==> config.mk <==
export PLATFORM = sky130hd
export DESIGN_NAME = coin_acceptor
export DESIGN_NICKNAME = d
export VERILOG_FILES = /design/src/rtl/coin_acceptor.sv
export SDC_FILE = /design/constraint.sdc
export NUM_CORES = 1
export LEC_CHECK = 0
export ABC_AREA = 1
export ABC_CLOCK_PERIOD_IN_PS = 1600
export BUFFER_PORTS_ARGS = -buffer_cell sky130_fd_sc_hd__buf_2
export CORE_UTILIZATION = 60
export DETAILED_ROUTE_END_ITERATION = 10
export GPL_TIMING_DRIVEN = 1
export PLACE_DENSITY = 0.76
export SKIP_LAST_GASP = 1
export SLEW_MARGIN = 20
export SYNTH_ARGS = -nofsm -noshare
export SYNTH_HDL_FRONTEND = slang
export SYNTH_SLANG_ARGS = --single-unit
==> constraint.sdc <==
create_clock -name clk -period 1.6 [get_ports clk]
set_input_delay 0.16 -clock clk [delete_from_list [all_inputs] [get_ports clk]]
set_output_delay 0.16 -clock clk [all_outputs]
set_load 0.01 [all_outputs]
==> src/rtl/coin_acceptor.sv <==
// Coin acceptor: synchronizes and debounces an optical gate, measures
// the occlusion width and turns it into Rs. 5 / Rs. 10 credit or reject.
module coin_acceptor #(
    parameter int unsigned DEBOUNCE = 3,
    parameter int unsigned W5_MIN   = 10,
    parameter int unsigned W10_MIN  = 20,
    parameter int unsigned W10_MAX  = 39,
    parameter int unsigned GAP      = 8
) (
    input  logic clk,
    input  logic reset,
    input  logic coin_sense,
    input  logic accept_en,
    output logic coin_5,
    output logic coin_10,
    output logic reject,
    output logic jam,
    output logic busy
);

    localparam int unsigned DBW = (DEBOUNCE > 1) ? $clog2(DEBOUNCE) : 1;
    // Low samples needed in ARM: longer than the synchronizer depth, so a
    // sensor held high across reset is seen before IDLE can be entered.
    localparam int unsigned ARM_N = 3;

    typedef enum logic [2:0] {
        ARM,
        IDLE,
        MEASURE,
        CLASSIFY,
        JAM,
        LOCKOUT
    } state_t;

    logic           s1_q, s2_q;
    logic           filt_q, filt_d;
    logic [DBW-1:0] dcnt_q, dcnt_d;
    state_t         state_q;
    logic [7:0]     wcnt_q;
    logic [7:0]     lcnt_q;
    logic           c5_q, c10_q, rej_q, jam_q, busy_q;

    // Two-flop synchronizer for the asynchronous gate sensor.
    always_ff @(posedge clk or negedge reset) begin
        if (!reset) begin
            s1_q <= 1'b0;
            s2_q <= 1'b0;
        end else begin
            s1_q <= coin_sense;
            s2_q <= s1_q;
        end
    end

    // Filtered level follows the synced level after DEBOUNCE agreeing samples.
    always_comb begin
        filt_d = filt_q;
        dcnt_d = '0;
        if (s2_q != filt_q) begin
            if (dcnt_q == DBW'(DEBOUNCE - 1)) begin
                filt_d = s2_q;
            end else begin
                dcnt_d = dcnt_q + 1'b1;
            end
        end
    end

    // Debouncer state.
    always_ff @(posedge clk or negedge reset) begin
        if (!reset) begin
            filt_q <= 1'b0;
            dcnt_q <= '0;
        end else begin
            filt_q <= filt_d;
            dcnt_q <= dcnt_d;
        end
    end

    // Control FSM with registered outputs; tracks filt_d so that MEASURE
    // spans exactly the cycles in which the filtered level is high.
    always_ff @(posedge clk or negedge reset) begin
        if (!reset) begin
            state_q <= ARM;
            wcnt_q  <= 8'd0;
            lcnt_q  <= 8'd0;
            c5_q    <= 1'b0;
            c10_q   <= 1'b0;
            rej_q   <= 1'b0;
            jam_q   <= 1'b0;
            busy_q  <= 1'b1;
        end else begin
            c5_q  <= 1'b0;
            c10_q <= 1'b0;
            rej_q <= 1'b0;
            unique case (state_q)
                ARM: begin
                    if (s2_q || filt_q) begin
                        lcnt_q <= 8'd0;
                    end else if (lcnt_q == 8'(ARM_N - 1)) begin
                        lcnt_q  <= 8'd0;
                        state_q <= IDLE;
                        busy_q  <= 1'b0;
                    end else begin
                        lcnt_q <= lcnt_q + 8'd1;
                    end
                end
                IDLE: begin
                    if (filt_d) begin
                        state_q <= MEASURE;
                        wcnt_q  <= 8'd1;
                        busy_q  <= 1'b1;
                    end
                end
                MEASURE: begin
                    if (!filt_d) begin
                        state_q <= CLASSIFY;
                    end else begin
                        if (wcnt_q != 8'hFF) begin
                            wcnt_q <= wcnt_q + 8'd1;
                        end
                        if (wcnt_q == 8'(W10_MAX)) begin
                            state_q <= JAM;
                            jam_q   <= 1'b1;
                            rej_q   <= 1'b1;
                        end
                    end
                end
                CLASSIFY: begin
                    state_q <= LOCKOUT;
                    lcnt_q  <= 8'd0;
                    if (accept_en && wcnt_q >= 8'(W5_MIN)
                        && wcnt_q < 8'(W10_MIN)) begin
                        c5_q <= 1'b1;
                    end else if (accept_en && wcnt_q >= 8'(W10_MIN)
                        && wcnt_q <= 8'(W10_MAX)) begin
                        c10_q <= 1'b1;
                    end else begin
                        rej_q <= 1'b1;
                    end
                end
                JAM: begin
                    if (!filt_d) begin
                        state_q <= LOCKOUT;
                        lcnt_q  <= 8'd0;
                        jam_q   <= 1'b0;
                    end else if (wcnt_q != 8'hFF) begin
                        wcnt_q <= wcnt_q + 8'd1;
                    end
                end
                LOCKOUT: begin
                    if (lcnt_q == 8'(GAP - 1)) begin
                        lcnt_q <= 8'd0;
                        if (filt_d) begin
                            state_q <= ARM;
                        end else begin
                            state_q <= IDLE;
                            busy_q  <= 1'b0;
                        end
                    end else begin
                        lcnt_q <= lcnt_q + 8'd1;
                    end
                end
                default: begin
                    state_q <= ARM;
                    busy_q  <= 1'b1;
                end
            endcase
        end
    end

    assign coin_5  = c5_q;
    assign coin_10 = c10_q;
    assign reject  = rej_q;
    assign jam     = jam_q;
    assign busy    = busy_q;

endmodule

==> results.cfg, run 1 <==
[outcome]
status = finished, violations left
violations = design-rule violations

[global_routing]
grt_max_degree = 30
gr-total-overflow = 0
antenna_found_initial = 0
grt_pass1_wl_mm = 6.13
grt_pass1_vias = 1426
grt_usage_pct = 24.5

[sta]
fin_hold_ws_ns = 0.101
hold_violations = 0
timing.fmax_mhz = 667
tns_ns = 0
finalSetupViolations = 0
slew_violations = 0
min_period_ns = 1.50
fin_skew_ns = 0.0150
relSlewSlack_pct = 58.1
fin_crit_sh_pct = 93.7
worstMarginPinSlew_ns = 0.629

[detailed_routing]
drt_wl_total_mm = 3.52
routed_via_density = 5.21
avgRoutedWirePerCell_um = 11.4
route.detailed.drc = 3
dr.pass1.iters = 7
vias = 1615
final_antenna_net_count = 0
drt-initial-drc-count = 61

[logic_synthesis]
yosysSeqAreaShare_pct = 39.7
avgSynthCellArea_um2 = 7.19
netlist-cell-type-count = 27
syn_nets = 264
yosys_warnings = 0
syn_area_um2 = 1830
synth_top_area_cell = dfrtp_1
synth.area.top_cells = dfrtp_1 (38%), nand2_1 (17%), nand3_1 (6.6%)
synth_top_area_share_pct = 38.2
postSynthCellCount = 255
synth-seq-cells = 29

[cts]
cts-buffers-inserted = 5
cts_tree = yes
root_buffer = clkbuf_4
htreeDepth = 2
clock-sinks = 29
clock_path_buffers = 2
clk_pin_slew_worst_paths_ns = 0.09
clk_latency_ns = 0.34

[floorplanning]
boundaryPins = 9
die_h_um = 57.3
start_util_pct = 64.8
die-area_um2 = 3280
placementRows = 19
core_area_um2 = 2830
die_w_um = 57.3

[worst_setup_path]
crit_type = reg -> reg
crit_fanout = 11
required_ns = 1.83
ff2ff_setup_slack_ns = 0.10
critPathArrivalTime_ns = 1.73
cp-end-kind = flip-flop
start_kind = flip-flop

[power]
total_leakage_power_nw = 1.13
p_total_mw = 2.93
powerDensity_nw_per_um2 = 1400
vdd_ir_drop_max_mv = 0.685

[finish]
antenna_cells = 0
nFillCells = 227
final_util_pct = 73.7
final_cell_mix = nand2_1 (81), inv_1 (29), nor2_1 (26), dfrtp_1 (26), nand3_1 (24)
seq_area_um2 = 729
drive_above_1_share_pct = 20.8
multi_input_area_um2 = 991
layout_commonest_cell = nand2_1
nNetsFinal = 287
syn_to_final_growth_pct = 13.8

[place]
gp_congestion = 0.876
port_buffers = 8
hpwl_mm = 2.58

[run]
max-cap-violations = 0

[hold_path]
hp-class = in -> reg
==> synth_stat cells, drive strengths merged <==
cell and instances:
nand2 88, nand3b 2, dfrtp 28, nand3 26, clkbuf 1, o21bai 4
inv 33, ha 5, nand4 7, or2 1, dfstp 1, buf 1
nor3 4, nor2 32, o21ai 16, xnor2 1, xor2 3, a21oi 2
==> what timing repair did <==
| action | 4_1_cts | 5_1_grt |
|---|---|---|
| endpoints found under the setup margin | 0 | 13 |
| resized for setup | 0 | 10 |
| endpoints found under the hold margin | 29 | 0 |
| hold buffers | 2 | 0 |
| buffers inserted | 0 | 4 |
==> worst max-delay path: stages (launching register included) <==
cell and delay (ns):
dfrtp_2 0.48, nor2_4 0.18, nand2_4 0.10, nand2_4 0.13
o21ai_2 0.07, inv_1 0.07, nand2_2 0.10, buf_12 0.16
nand2_1 0.07, o21ai_2 0.05
==> area by class of cell <==
type,count,share of cell area [%]
sequential,29,35.0
inverter,33,5.94
timing repair buffer,18,6.36
tap,31,1.86
clock buffer,7,3.12
multi-input combinational,191,47.5
clock inverter,1,0.240
==> cell families after synthesis <==
family | synth area share (%)
fa+ha+maj | 3.41
xor+xnor | 1.91
simple gates | 39.4
buf+inv | 7.64
compound gates | 7.99
flops | 39.7
==> metrics by stage <==
stage / instance area, um^2 / setup slack, ns / std cells
floorplan: 1830 / 0.201 / 255
global placement: 1940 / 0.102 / 296
detailed placement: 1940 / 0.0829 / 296
CTS: 2030 / 0.0477 / 306
global route: 2090 / -0.00414 / 310
finish: 2090 / 0.100 / 310
==> routing by layer <==
metal  global-route usage [%]  routed length [um]
met1                     35.1                1800
met2                     36.0                1540
met3                     6.12                 133
met4                     9.06                  48
met5                        0                   0
==> power by group <==
group	switching [mW]	internal, mW	leakage, nW
sequential	0.132	0.872	0.384
clock	0.260	0.254	0.0413
combinational	0.896	0.512	0.704
total	1.29	1.64	1.13
==> state kept, by name (all words and copies together), names as in the netlist <==
signal   flops
reject       1
filt_q       1
dcnt_q       2
busy         1
state_q      3
jam          1
s2_q         1
coin_5       1
coin_10      1
wcnt_q       8
s1_q         1
lcnt_q       8
==> final timing paths <==
kind,startpoint,to,cells past startpoint
max,state_q[0],wcnt_q[5],9
min,accept_en,coin_5,3
max reg2reg,state_q[0],wcnt_q[5],9
min reg2reg,s1_q,s2_q,0
max in group asynchronous,reset,state_q[0],2
min in group asynchronous,reset,lcnt_q[2],2
Power figures use the tool's default switching activity.
==> run 2, diff against run 1 <==
--- a/config.mk
+++ b/config.mk
@@ -5,15 +5,16 @@
 export SDC_FILE = /design/constraint.sdc
 export NUM_CORES = 1
 export LEC_CHECK = 0
-export ABC_AREA = 1
 export ABC_CLOCK_PERIOD_IN_PS = 1600
 export BUFFER_PORTS_ARGS = -buffer_cell sky130_fd_sc_hd__buf_2
 export CORE_UTILIZATION = 60
 export DETAILED_ROUTE_END_ITERATION = 10
 export GPL_TIMING_DRIVEN = 1
 export PLACE_DENSITY = 0.76
+export REMOVE_ABC_BUFFERS = 1
 export SKIP_LAST_GASP = 1
 export SLEW_MARGIN = 20
 export SYNTH_ARGS = -nofsm -noshare
 export SYNTH_HDL_FRONTEND = slang
 export SYNTH_SLANG_ARGS = --single-unit
+export TNS_END_PERCENT = 30
==> run 2 against run 1 <==
Net effect: the run ends with negative setup slack left; flip-flop and latch count unchanged; non-clock buffer count up 57; sequential share of layout area decreased by 5.4 points; clock skew is 0.0045 ns lower.
==> results.cfg, run 2 <==
[finish]
layout_commonest_cell = buf_4
drive_above_1_share_pct = 44.6
top_regs = lcnt_q (8), wcnt_q (8), state_q (3)
nNetsFinal = 266
syn_to_final_growth_pct = 41.9
final_util_pct = 89.4
nFillCells = 108
final_cell_mix = buf_4 (61), dfrtp_1 (26), nand2_1 (15), nor2_1 (11)
antenna_cells = 0

[sta]
fin_hold_ws_ns = 0.242
min_period_ns = 2.02
relSlewSlack_pct = 55.4
fin_crit_sh_pct = 127
slew_violations = 0
worstMarginPinSlew_ns = 0.668
timing.fmax_mhz = 494
hold_violations = 0
fin_skew_ns = 0.0105
rsz0062_at_grt = true
setup_ws_ns = -0.424
finalSetupViolations = 22

[global_routing]
grt_pass1_wl_mm = 7.80
gr-total-overflow = 0
grt_pass1_vias = 1743
antenna_found_initial = 0
grt_max_degree = 30
grt_usage_pct = 32.8

[power]
p_total_mw = 4.47
total_leakage_power_nw = 1.15
powerDensity_nw_per_um2 = 1810
vdd_ir_drop_max_mv = 1.59

[cts]
cts-buffers-inserted = 5
clk_latency_ns = 0.35
clock_path_buffers = 2
clock-sinks = 29
htreeDepth = 2
root_buffer = clkbuf_4
clk_pin_slew_worst_paths_ns = 0.10
cts_tree = yes

[detailed_routing]
drt-initial-drc-count = 206
routed_via_density = 6.68
final_antenna_net_count = 0
dr.pass1.iters = 5
drt_wl_total_mm = 5.91
route.detailed.drc = 0
avgRoutedWirePerCell_um = 20.4
vias = 1931

[logic_synthesis]
synth-edff-count = 0
yosys_warnings = 0
postSynthCellCount = 182
synth_top_area_cell = dfrtp_1
async_flop_share_pct = 100
synthFlopType = dfrtp_1
yosysMostFrequentCell = dfrtp_1
yosysSeqAreaShare_pct = 41.8
netlist-cell-type-count = 55
synth_top_area_share_pct = 40.3
synth-seq-cells = 29
synth.area.top_cells = dfrtp_1 (40%), ha_1 (3.6%), nand2_1 (3.5%)
synth_top_cells_by_count = dfrtp_1 (28), nand2_1 (16), a21oi_1 (11), nor2_1 (11), o21ai_0 (10)
syn_area_um2 = 1740
avgSynthCellArea_um2 = 9.55

[place]
port_buffers = 8
pre_cts_slack_ns = -0.373
gp_congestion = 0.881
hpwl_mm = 3.05

[worst_setup_path]
crit_type = reg -> reg
cp-end-kind = flip-flop
start_kind = flip-flop
cp_cell_sequence = inv_1, ha_1, nor4b_4, a31oi_1, a221o_1, or4_1, o21a_1
crit_fanout = 3
cpPeakStageDelay_ns = 0.52
required_ns = 1.89
cpMaxStageDelayCell = or4_1
critPathArrivalTime_ns = 2.32

[outcome]
violations = negative setup slack
status = finished, violations left

[floorplanning]
placementRows = 19
boundaryPins = 9
core_area_um2 = 2760
start_util_pct = 63.0
die_h_um = 55.8
die_w_um = 55.8
die-area_um2 = 3120

[run]
max-cap-violations = 0

[hold_path]
hp-class = in -> reg
[run 2: per-layer routing]
metal	share of wire [%]	GRT usage [%]	wire (um)
met1	38	38.8	2220
met2	47	54.2	2760
met5	0	0	0
met4	6.4	17.1	378
met3	9.3	9.30	548
[run 2: kinds of logic after synthesis]
logic type      count (synthesis)  share of synthesized area, %
fa+ha+maj                       5                          3.60
flops                          29                          41.8
buf+inv                        17                          4.03
simple gates                   72                          23.8
xor+xnor                        2                          1.44
mux                             3                          2.59
compound gates                 54                          22.7
[run 2: worst max-delay path, delay by kind of cell, from the launching register on]
family          cells  cell delay [ns]
simple gates        2             0.74
compound gates      3             0.59
flops               1             0.41
fa+ha+maj           1             0.15
buf+inv             1             0.08
[run 2: through the flow]
| stage | TNS, ns | instance area, um^2 | instances |
|---|---|---|---|
| 3_5_place_dp | -4.51 | 2150 | 263 |
| 5_1_grt | -6.61 | 2470 | 289 |
| 6_report | -5.37 | 2470 | 289 |
| 3_3_place_gp | -3.26 | 2150 | 263 |
| 4_1_cts | -4.05 | 2300 | 279 |
| 2_1_floorplan | -4.20 | 1710 | 175 |
[run 2: worst paths after layout]
check                           depth (start not counted)         end      start  slack [ns]
worst max-delay path                                    7        busy  lcnt_q[0]       -0.42
worst min-delay path                                    4      coin_5  accept_en        0.24
worst max register to register                          7        busy  lcnt_q[0]       -0.42
worst min register to register                          0        s2_q       s1_q        0.37
max in group asynchronous                               2  state_q[1]      reset        0.75
min in group asynchronous                               2  state_q[0]      reset        0.37
[run 2: area by class of cell]
type | count | area [um^2] | share of cell area [%]
Multi-Input combinational cell | 136 | 1030 | 41.7
Clock inverter | 1 | 5.00 | 0.203
Inverter | 10 | 37.5 | 1.52
Sequential cell | 29 | 729 | 29.6
Clock buffer | 7 | 65.1 | 2.64
Timing Repair Buffer | 75 | 563 | 22.8
Tap cell | 31 | 38.8 | 1.57
[run 2: timing repair]
action	in CTS	in global routing
hold endpoints to repair	29	0
buffers inserted	6	10
hold buffers	2	0
pin swaps	6	10
setup endpoints to repair	20	22
resized for setup	5	24
[run 2: power by group]
group	switching (mW)	internal [mW]
clock network	0.280	0.254
logic	1.39	1.48
registers	0.163	0.901
total	1.84	2.64
